[src/rtl/led_seq_pkg.sv]
// Shared types and constants for the LED sequencer: mode encodings, LED seeds and counter widths.
package led_seq_pkg;

  localparam int LED_W  = 4;
  localparam int TICK_W = 24;
  localparam int DEB_W  = 20;

  typedef enum logic [1:0] {
    MODE_FLOW_L = 2'd0,
    MODE_FLOW_R = 2'd1,
    MODE_BLINK  = 2'd2,
    MODE_BOUNCE = 2'd3
  } mode_e;

  typedef enum logic {
    DIR_LEFT  = 1'b0,
    DIR_RIGHT = 1'b1
  } dir_e;

  localparam logic [LED_W-1:0] SEED_FLOW_L = 4'b0001;
  localparam logic [LED_W-1:0] SEED_FLOW_R = 4'b1000;
  localparam logic [LED_W-1:0] SEED_BLINK  = 4'b1111;
  localparam logic [LED_W-1:0] SEED_BOUNCE = 4'b0001;

  function automatic logic [LED_W-1:0] seed_of(input mode_e m);
    case (m)
      MODE_FLOW_L: seed_of = SEED_FLOW_L;
      MODE_FLOW_R: seed_of = SEED_FLOW_R;
      MODE_BLINK:  seed_of = SEED_BLINK;
      default:     seed_of = SEED_BOUNCE;
    endcase
  endfunction

endpackage

[src/rtl/key_press.sv]
// Key conditioning: 2-flop synchronizer, then one registered press pulse per press.
// With LED_SEQ_DEBOUNCE_EN defined the pulse needs DEB_MAX+1 stable-low cycles; otherwise it is the falling edge.
module key_press
  import led_seq_pkg::*;
#(
  parameter logic [DEB_W-1:0] DEB_MAX = 20'd1_000_000
) (
  input  logic sys_clk,
  input  logic sys_rst_n,
  input  logic key_n,
  output logic press
);

  logic [1:0] sync_q;
  logic       key_q;
  logic       press_q;
  logic       press_d;

  always_ff @(posedge sys_clk or negedge sys_rst_n) begin
    if (!sys_rst_n) begin
      sync_q  <= 2'b11;
      key_q   <= 1'b1;
      press_q <= 1'b0;
    end else begin
      // NOTE: non-blocking assignments so every flop samples pre-edge values; blocking here would collapse the synchronizer chain.
      sync_q  <= {sync_q[0], key_n};
      key_q   <= sync_q[1];
      press_q <= press_d;
    end
  end

`ifdef LED_SEQ_DEBOUNCE_EN
  logic [DEB_W-1:0] cnt_q, cnt_d;
  logic             armed_q, armed_d;

  always_comb begin
    // NOTE: defaults first so no path leaves a combinational output unassigned, which would infer a latch.
    cnt_d   = cnt_q;
    armed_d = armed_q;
    press_d = 1'b0;
    if (key_q) begin
      cnt_d   = '0;
      armed_d = 1'b1;
    end else if (armed_q) begin
      if (cnt_q == DEB_MAX) begin
        press_d = 1'b1;
        armed_d = 1'b0;
        cnt_d   = '0;
      end else begin
        cnt_d = cnt_q + 1'b1;
      end
    end
  end

  always_ff @(posedge sys_clk or negedge sys_rst_n) begin
    if (!sys_rst_n) begin
      cnt_q   <= '0;
      armed_q <= 1'b1;
    end else begin
      cnt_q   <= cnt_d;
      armed_q <= armed_d;
    end
  end
`else
  logic key_prev_q;
  logic deb_max_unused;

  assign deb_max_unused = ^DEB_MAX;
  assign press_d        = key_prev_q & ~key_q;

  always_ff @(posedge sys_clk or negedge sys_rst_n) begin
    if (!sys_rst_n) key_prev_q <= 1'b1;
    else            key_prev_q <= key_q;
  end
`endif

  assign press = press_q;

endmodule

[src/rtl/led_seq_ctrl.sv]
// Four-LED pattern sequencer with mode/pause keys, prescaled step timing and registered outputs.
// Optional key debounce is enabled by defining LED_SEQ_DEBOUNCE_EN.
module led_seq_ctrl
  import led_seq_pkg::*;
#(
  parameter logic [TICK_W-1:0] TICK_MAX = 24'd10_000_000,
  parameter logic [DEB_W-1:0]  DEB_MAX  = 20'd1_000_000
) (
  input  logic             sys_clk,
  input  logic             sys_rst_n,
  input  logic             key_mode,
  input  logic             key_pause,
  output logic [LED_W-1:0] led,
  output logic [1:0]       mode,
  output logic             paused,
  output logic             step_tick
);

  logic mode_press;
  logic pause_press;

  key_press #(.DEB_MAX(DEB_MAX)) u_key_mode (
    .sys_clk  (sys_clk),
    .sys_rst_n(sys_rst_n),
    .key_n    (key_mode),
    .press    (mode_press)
  );

  key_press #(.DEB_MAX(DEB_MAX)) u_key_pause (
    .sys_clk  (sys_clk),
    .sys_rst_n(sys_rst_n),
    .key_n    (key_pause),
    .press    (pause_press)
  );

  logic [TICK_W-1:0] cnt_q, cnt_d;
  logic [LED_W-1:0]  led_q, led_d;
  mode_e             mode_q, mode_d;
  dir_e              dir_q, dir_d;
  logic              paused_q, paused_d;
  logic              step_tick_q, step_tick_d;

  always_comb begin
    cnt_d       = cnt_q;
    led_d       = led_q;
    mode_d      = mode_q;
    dir_d       = dir_q;
    step_tick_d = 1'b0;
    paused_d    = paused_q ^ pause_press;
    // A mode press reseeds and restarts timing, and wins over a coincident wrap.
    if (mode_press) begin
      mode_d = mode_e'(mode_q + 2'd1);
      led_d  = seed_of(mode_d);
      dir_d  = DIR_LEFT;
      cnt_d  = '0;
    end else if (!paused_q) begin
      if (cnt_q == TICK_MAX) begin
        cnt_d       = '0;
        step_tick_d = 1'b1;
        case (mode_q)
          MODE_FLOW_L: led_d = {led_q[2:0], led_q[3]};
          MODE_FLOW_R: led_d = {led_q[0], led_q[3:1]};
          MODE_BLINK:  led_d = ~led_q;
          default: begin
            // Endpoints are shown once, then the direction turns.
            if (dir_q == DIR_LEFT) begin
              if (led_q == 4'b1000) begin
                led_d = 4'b0100;
                dir_d = DIR_RIGHT;
              end else begin
                led_d = {led_q[2:0], 1'b0};
              end
            end else if (led_q == 4'b0001) begin
              led_d = 4'b0010;
              dir_d = DIR_LEFT;
            end else begin
              led_d = {1'b0, led_q[3:1]};
            end
          end
        endcase
      end else begin
        cnt_d = cnt_q + 1'b1;
      end
    end
  end

  always_ff @(posedge sys_clk or negedge sys_rst_n) begin
    if (!sys_rst_n) begin
      cnt_q       <= '0;
      led_q       <= SEED_FLOW_L;
      mode_q      <= MODE_FLOW_L;
      dir_q       <= DIR_LEFT;
      paused_q    <= 1'b0;
      step_tick_q <= 1'b0;
    end else begin
      cnt_q       <= cnt_d;
      led_q       <= led_d;
      mode_q      <= mode_d;
      dir_q       <= dir_d;
      paused_q    <= paused_d;
      step_tick_q <= step_tick_d;
    end
  end

  assign led       = led_q;
  assign mode      = mode_q;
  assign paused    = paused_q;
  assign step_tick = step_tick_q;

endmodule

[config.mk]
export PLATFORM = sky130hd
export DESIGN_NAME = led_seq_ctrl
export DESIGN_NICKNAME = d
export VERILOG_FILES = /design/src/rtl/led_seq_pkg.sv /design/src/rtl/key_press.sv /design/src/rtl/led_seq_ctrl.sv
export SDC_FILE = /design/constraint.sdc
export NUM_CORES = 1
export LEC_CHECK = 0
export BUFFER_PORTS_ARGS = -buffer_cell sky130_fd_sc_hd__buf_4
export CORE_AREA = 4 4 72 74
export DETAILED_ROUTE_END_ITERATION = 10
export DIE_AREA = 0 0 76 78
export PLACE_DENSITY_LB_ADDON = 0.25
export SLEW_MARGIN = 10
export SYNTH_ARGS = -nofsm -noshare
export SYNTH_HDL_FRONTEND = slang
export SYNTH_SLANG_ARGS = --single-unit
[constraint.sdc]
create_clock -name sys_clk -period 4.7 [get_ports sys_clk]
set_input_delay 0.94 -clock sys_clk [delete_from_list [all_inputs] [get_ports sys_clk]]
set_output_delay 0.94 -clock sys_clk [all_outputs]
set_load 0.02 [all_outputs]
# After elaboration in Yosys (flattened, before gate mapping)
# Cells that the tools add are included.
dict set report totals {
  output_inout_bits 8
  input_bits 4
  regBits 43
}
dict set report op_classes {
  n_eq_ne 9
  n_addsub 2
  n_reduce_logical 5
  n_bitwise 6
  n_mux 21
}
# operator count
set ops {}
lappend ops {{2-to-1 mux 24 bit} 3}
lappend ops {{adder 24 x 1 -> 24 bit, second input constant} 1}
lappend ops {{equality test 24 bit, second input constant} 1}
lappend ops {{2-to-1 mux 4 bit} 5}
lappend ops {{one-hot mux 4 bit (3 select lines)} 1}
lappend ops {{2-to-1 mux 1 bit} 10}
lappend ops {{one-hot mux 4 bit (2 select lines)} 1}
lappend ops {{equality test 2 x 1 -> 1 bit, second input constant} 2}
lappend ops {{equality test 2 bit, second input constant} 2}
lappend ops {{equality test 4 x 1 -> 1 bit, second input constant} 1}
lappend ops {{equality test 4 bit, second input constant} 1}
lappend ops {{inequality test 2 x 1 -> 1 bit, second input constant} 2}
lappend ops {{NOT 4 bit} 1}
lappend ops {{2-to-1 mux 3 bit} 1}
lappend ops {{AND reduction 3 bit} 1}
lappend ops {{OR reduction 3 bit} 1}
lappend ops {{adder 2 x 1 -> 2 bit, second input constant} 1}
lappend ops {{AND 1 bit} 2}
lappend ops {{zero test 2 bit} 1}
lappend ops {{NOT 1 bit} 2}
lappend ops {{AND reduction 2 bit} 1}
lappend ops {{nonzero test 2 bit} 1}
lappend ops {{bitwise XOR 1 bit} 1}

# Logic depth before layout (Yosys ltp)
dict set report logic_depth {
  ltp_word 7
  ltp_mapped 6
  ltp_nobuf 6
}

# Cells and area by module
# From an unflattened synthesis, not the netlist that was laid out.
dict set report unflattened {
  cells_unflattened 264
  area_unflattened_um2 2561.2
}
# mod seq_area_each_um2 n_inst cells_each area_per_inst_um2
set by_module_without_submodules {}
lappend by_module_without_submodules {led_seq_ctrl 827.0 1 252 2273.4}
lappend by_module_without_submodules {key_press 130.1 2 6 143.9}

# Worst setup path after synthesis
# No wires, ideal clock.
dict set report synth_path {
  path_type {flip-flop to flip-flop}
  start {register mode_q[0], in the netlist mode[0]}
  end {register led_q[1], in the netlist led[1]}
  required_time_ns 4.574
  path_buffers 1
  path_stages_with_launch 7
  setup_ns 0.126
  setup_slack_ns 2.851
  synth_period_minus_slack_ns 1.849
  arrival_time_ns 1.723
  cell_sequence {dfrtp_1 -> ha_1 -> clkbuf_1 -> mux2_2 -> nand2_1 -> o21ai_0 -> o311a_1}
}
dict set report synth_via {
  elab_chain_cells 5
  elab_cells_between_ends 11
  cone_classes {add/sub: 1; eq/ne: 4; mux: 5; reduce/logical: 1}
}
# item line
set synth_lines {}
lappend synth_lines {{start: declaration} led_seq_ctrl.sv:38} ;# mode_e mode_q, mode_d;
lappend synth_lines {{start signal: assignment} led_seq_ctrl.sv:98} ;# mode_q <= mode_d;
lappend synth_lines {{branches (longest 4 deep; another with adder 2 x 1 -> 2 bit)} -}
lappend synth_lines {{2-to-1 mux 4 bit (*)} led_seq_ctrl.sv:51} ;# if (mode_press) begin
lappend synth_lines {{end signal: assignment} led_seq_ctrl.sv:97} ;# led_q <= led_d;
lappend synth_lines {{end: declaration} led_seq_ctrl.sv:37} ;# logic [LED_W-1:0] led_q, led_d;
# Every way passes the cells marked *. The select of a mux whose other input is x is not followed.
# A chain may end at the register's enable or synchronous reset.

# Final worst setup path
dict set report layout_path {
  start {register paused_q, in the netlist paused}
  end {output paused}
}
# item line
set layout_rtl {}
lappend layout_rtl {{start: declaration} led_seq_ctrl.sv:40} ;# logic paused_q, paused_d;
lappend layout_rtl {{start signal: assignment} led_seq_ctrl.sv:100} ;# paused_q <= paused_d;
lappend layout_rtl {{end: declaration} led_seq_ctrl.sv:15} ;# output logic paused,
# No word-level cell between the ends.

==> flow_summary.yaml <==
status:
  status: "finished, final reports clean"
worst_setup_path:
  cp_data_required_time_ns: 3.76
  rr_startpoint: "cnt_q[17]$_DFFE_PN0P_"
  crit_buf_inv: 1
  start_kind: "flop"
  critical_path_arrival_ns: 1.42
  r2r_setup_slack_ns: 2.39
  cp_slowest_cell: "dfrtp_1"
  critPathKind: "reg -> out"
  end_kind: "primary output"
  critPathMaxStageDelay_ns: 0.85
  reg2reg_to: "led[1]$_DFFE_PN0P_"
  critical_path.cell_chain: "buf_4"
  worstRegToRegCells: 4
  critical_path.max_fanout: 26
  critPathTopFamily: "flip-flops"
sta:
  tns_ns: 0
  maxSlewHeadroom_pct: 41.8
  min_period_over_period_pct: 50.2
  period_minus_slack_ns: 2.36
  maxSlewViolCount: 0
  setup_violations: 0
  finalWorstSetupSlack_ns: 2.34
  skew_ns: 0.0120
  finalHoldViolCount: 0
  fmax_mhz: 424
  rsz0062_at_grt: "no"
  tightest_slew_ns: 0.873
  worst_hold_slack_ns: 0.358
routing:
  routedWlPerCell_um: 16.7
  drc: 0
  viasPerCell: 6.38
  drt_iter0_drc: 171
  antenna_left: 0
  dr.pass1.iters: 4
  wl_mm: 5.31
  num_vias: 2023
synthesis:
  synth_nets: 269
  ys_seq_elements: 43
  ys_warn_count: 0
  synth_seq_area_share_pct: 44.2
  synth_top_flop_cell: "dfrtp_1"
  postSynthCellCount: 258
  netlist_top_cells_area: "dfrtp_1 35%, dfstp_2 9.6%, nand3_1 3.7%"
  synth_area_per_cell_um2: 9.53
  synth-edff-count: 0
  synthArstFlopShare_pct: 100
  yosysTopAreaCell: "dfrtp_1"
  synth.most_common_cell: "dfrtp_1"
  synth_top_cells_by_count: "34 x dfrtp_1, 19 x nand2_1, 18 x nand3_1"
  synth_cell_types: 55
  netlist_area_mm2: 0.00246
  synth_top_area_share_pct: 34.6
job:
  max_cap_violations: 0
global_routing:
  grt_pass1_vias: 1863
  antenna_found_initial: 0
  grt_first_pass_wirelength_mm: 9.14
  grt_use_total_pct: 19.0
  grt_max_degree: 44
  grt_overflow: 0
hold_path:
  min-delay-start: "u_key_pause.sync_q[0]$_DFF_PN1_"
  min_to: "u_key_pause.sync_q[1]$_DFF_PN1_"
  worstHoldPathCells: 0
  hp-class: "reg -> reg"
cells_and_area:
  antenna_cells: 0
  final-instance-count-excl-fill: 317
  post-route-util_pct: 58.1
  drive_gt1_share_pct: 12.9
  syn_to_final_growth_pct: 8.70
  nets: 273
power_and_ir_drop:
  p_leak_nw: 1.07
  max-vdd-ir-drop_mv: 0.358
  p_per_area_mw_per_mm2: 451
die:
  die_w_um: 76
  dieArea_mm2: 0.00593
  io_pins: 12
  start_util_pct: 53.5
  rows: 25
  coreArea_mm2: 0.00460
  die_h_um: 78
clock_tree:
  path_clk_slew_ns: 0.09
  clock_latency_ns: 0.31
  htreeDepth: 2
  cts_buffers: 5
  cts.sinks: 43
  clk_path_buf_depth: 2
  post_cts_resized: 0
  post_cts_buffers: 0
  root_buffer: "clkbuf_8"
  ctsHoldBuffers: 0
  cts_tree: "done"
place:
  gp_congestion: 0.944
  io_buffers: 11
  place_ws_ns: 2.45
  place_inst: 309
  hpwl_mm: 3.58
-- area by class of cell --
| class | instances | area (um^2) |
|---|---|---|
| fill | 395 | 1920 |
| multi-input combinational | 190 | 1260 |
| sequential | 43 | 1090 |
| timing repair buffer | 11 | 82.6 |
| clock buffer | 6 | 72.6 |
| tap | 54 | 67.6 |
| clock inverter | 2 | 60.1 |
| inverter | 11 | 41.3 |
-- cell usage in the layout (no fill, tap or decap), drive strengths merged, types with 8 or more instances in the layout --
cell type / instances
a21oi: 15
inv: 10
nand3: 19
nor2: 11
o311ai: 8
buf: 11
dfstp: 9
nand2: 19
o21ai: 10
dfrtp: 34
nand4: 10
or4: 8
o211ai: 10
-- cell families after synthesis --
family / count (synthesis) / synth area share (%)
simple gates: 111 / 26.5
fa+ha+maj: 7 / 3.56
mux: 2 / 0.865
buf+inv: 25 / 4.48
compound gates: 63 / 17.9
flops: 43 / 44.2
xor+xnor: 7 / 2.49
-- per-stage QoR --
| stage | power [W] | cell area [um^2] |
|---|---|---|
| 6_report | 0.00121 | 2670 |
| 5_1_grt | 0.00129 | 2670 |
| 4_1_cts | 0.00121 | 2670 |
| 3_5_place_dp | 0.000872 | 2540 |
| 3_3_place_gp | 0.000872 | 2540 |
| 2_1_floorplan | 0.000754 | 2460 |
-- metal layers --
layer	up-vias	global-route usage [%]	part of all wire [%]
li1	984	-	-
met1	961	26.3	45
met2	69	28.2	48
met3	9	4.52	5.0
met4	0	8.54	2.0
met5	-	0	0
-- worst register-to-register path: cells and delay by family, from the launching register on --
family          cells  cell delay, ns
simple gates        3            1.40
compound gates      1            0.35
flops               1            0.45
-- where the power goes --
part	internal [W]	switching, W	leakage (nW)
sequential	0.000420	0.000107	0.551
clock	0.000212	0.000127	0.0654
combinational	0.000154	0.000186	0.456
-- registers in the layout, indices dropped and copies added, names as in the netlist --
signal                  cells
paused                      1
u_key_mode.key_prev_q       1
step_tick                   1
u_key_mode.key_q            1
u_key_pause.press           1
u_key_pause.key_prev_q      1
u_key_mode.press            1
u_key_pause.sync_q          2
u_key_pause.key_q           1
led                         4
dir_q                       1
mode                        2
cnt_q                      24
u_key_mode.sync_q           2
-- worst max path at each step --
stage,startpoint,endpoint,slack [ns],cells after the start
2_1_floorplan,mode[0]$_DFFE_PN0P_,led[1]$_DFFE_PN0P_,2.85,6
3_3_place_gp,u_key_mode.press$_DFF_PN0_,cnt_q[8]$_DFFE_PN0P_,2.52,3
3_5_place_dp,u_key_mode.press$_DFF_PN0_,cnt_q[8]$_DFFE_PN0P_,2.45,3
4_1_cts,paused$_DFF_PN0_,paused,2.32,1
5_1_grt,u_key_mode.press$_DFF_PN0_,cnt_q[8]$_DFFE_PN0P_,2.22,3
6_report,paused$_DFF_PN0_,paused,2.34,1
(Power assumes the default switching activity.)
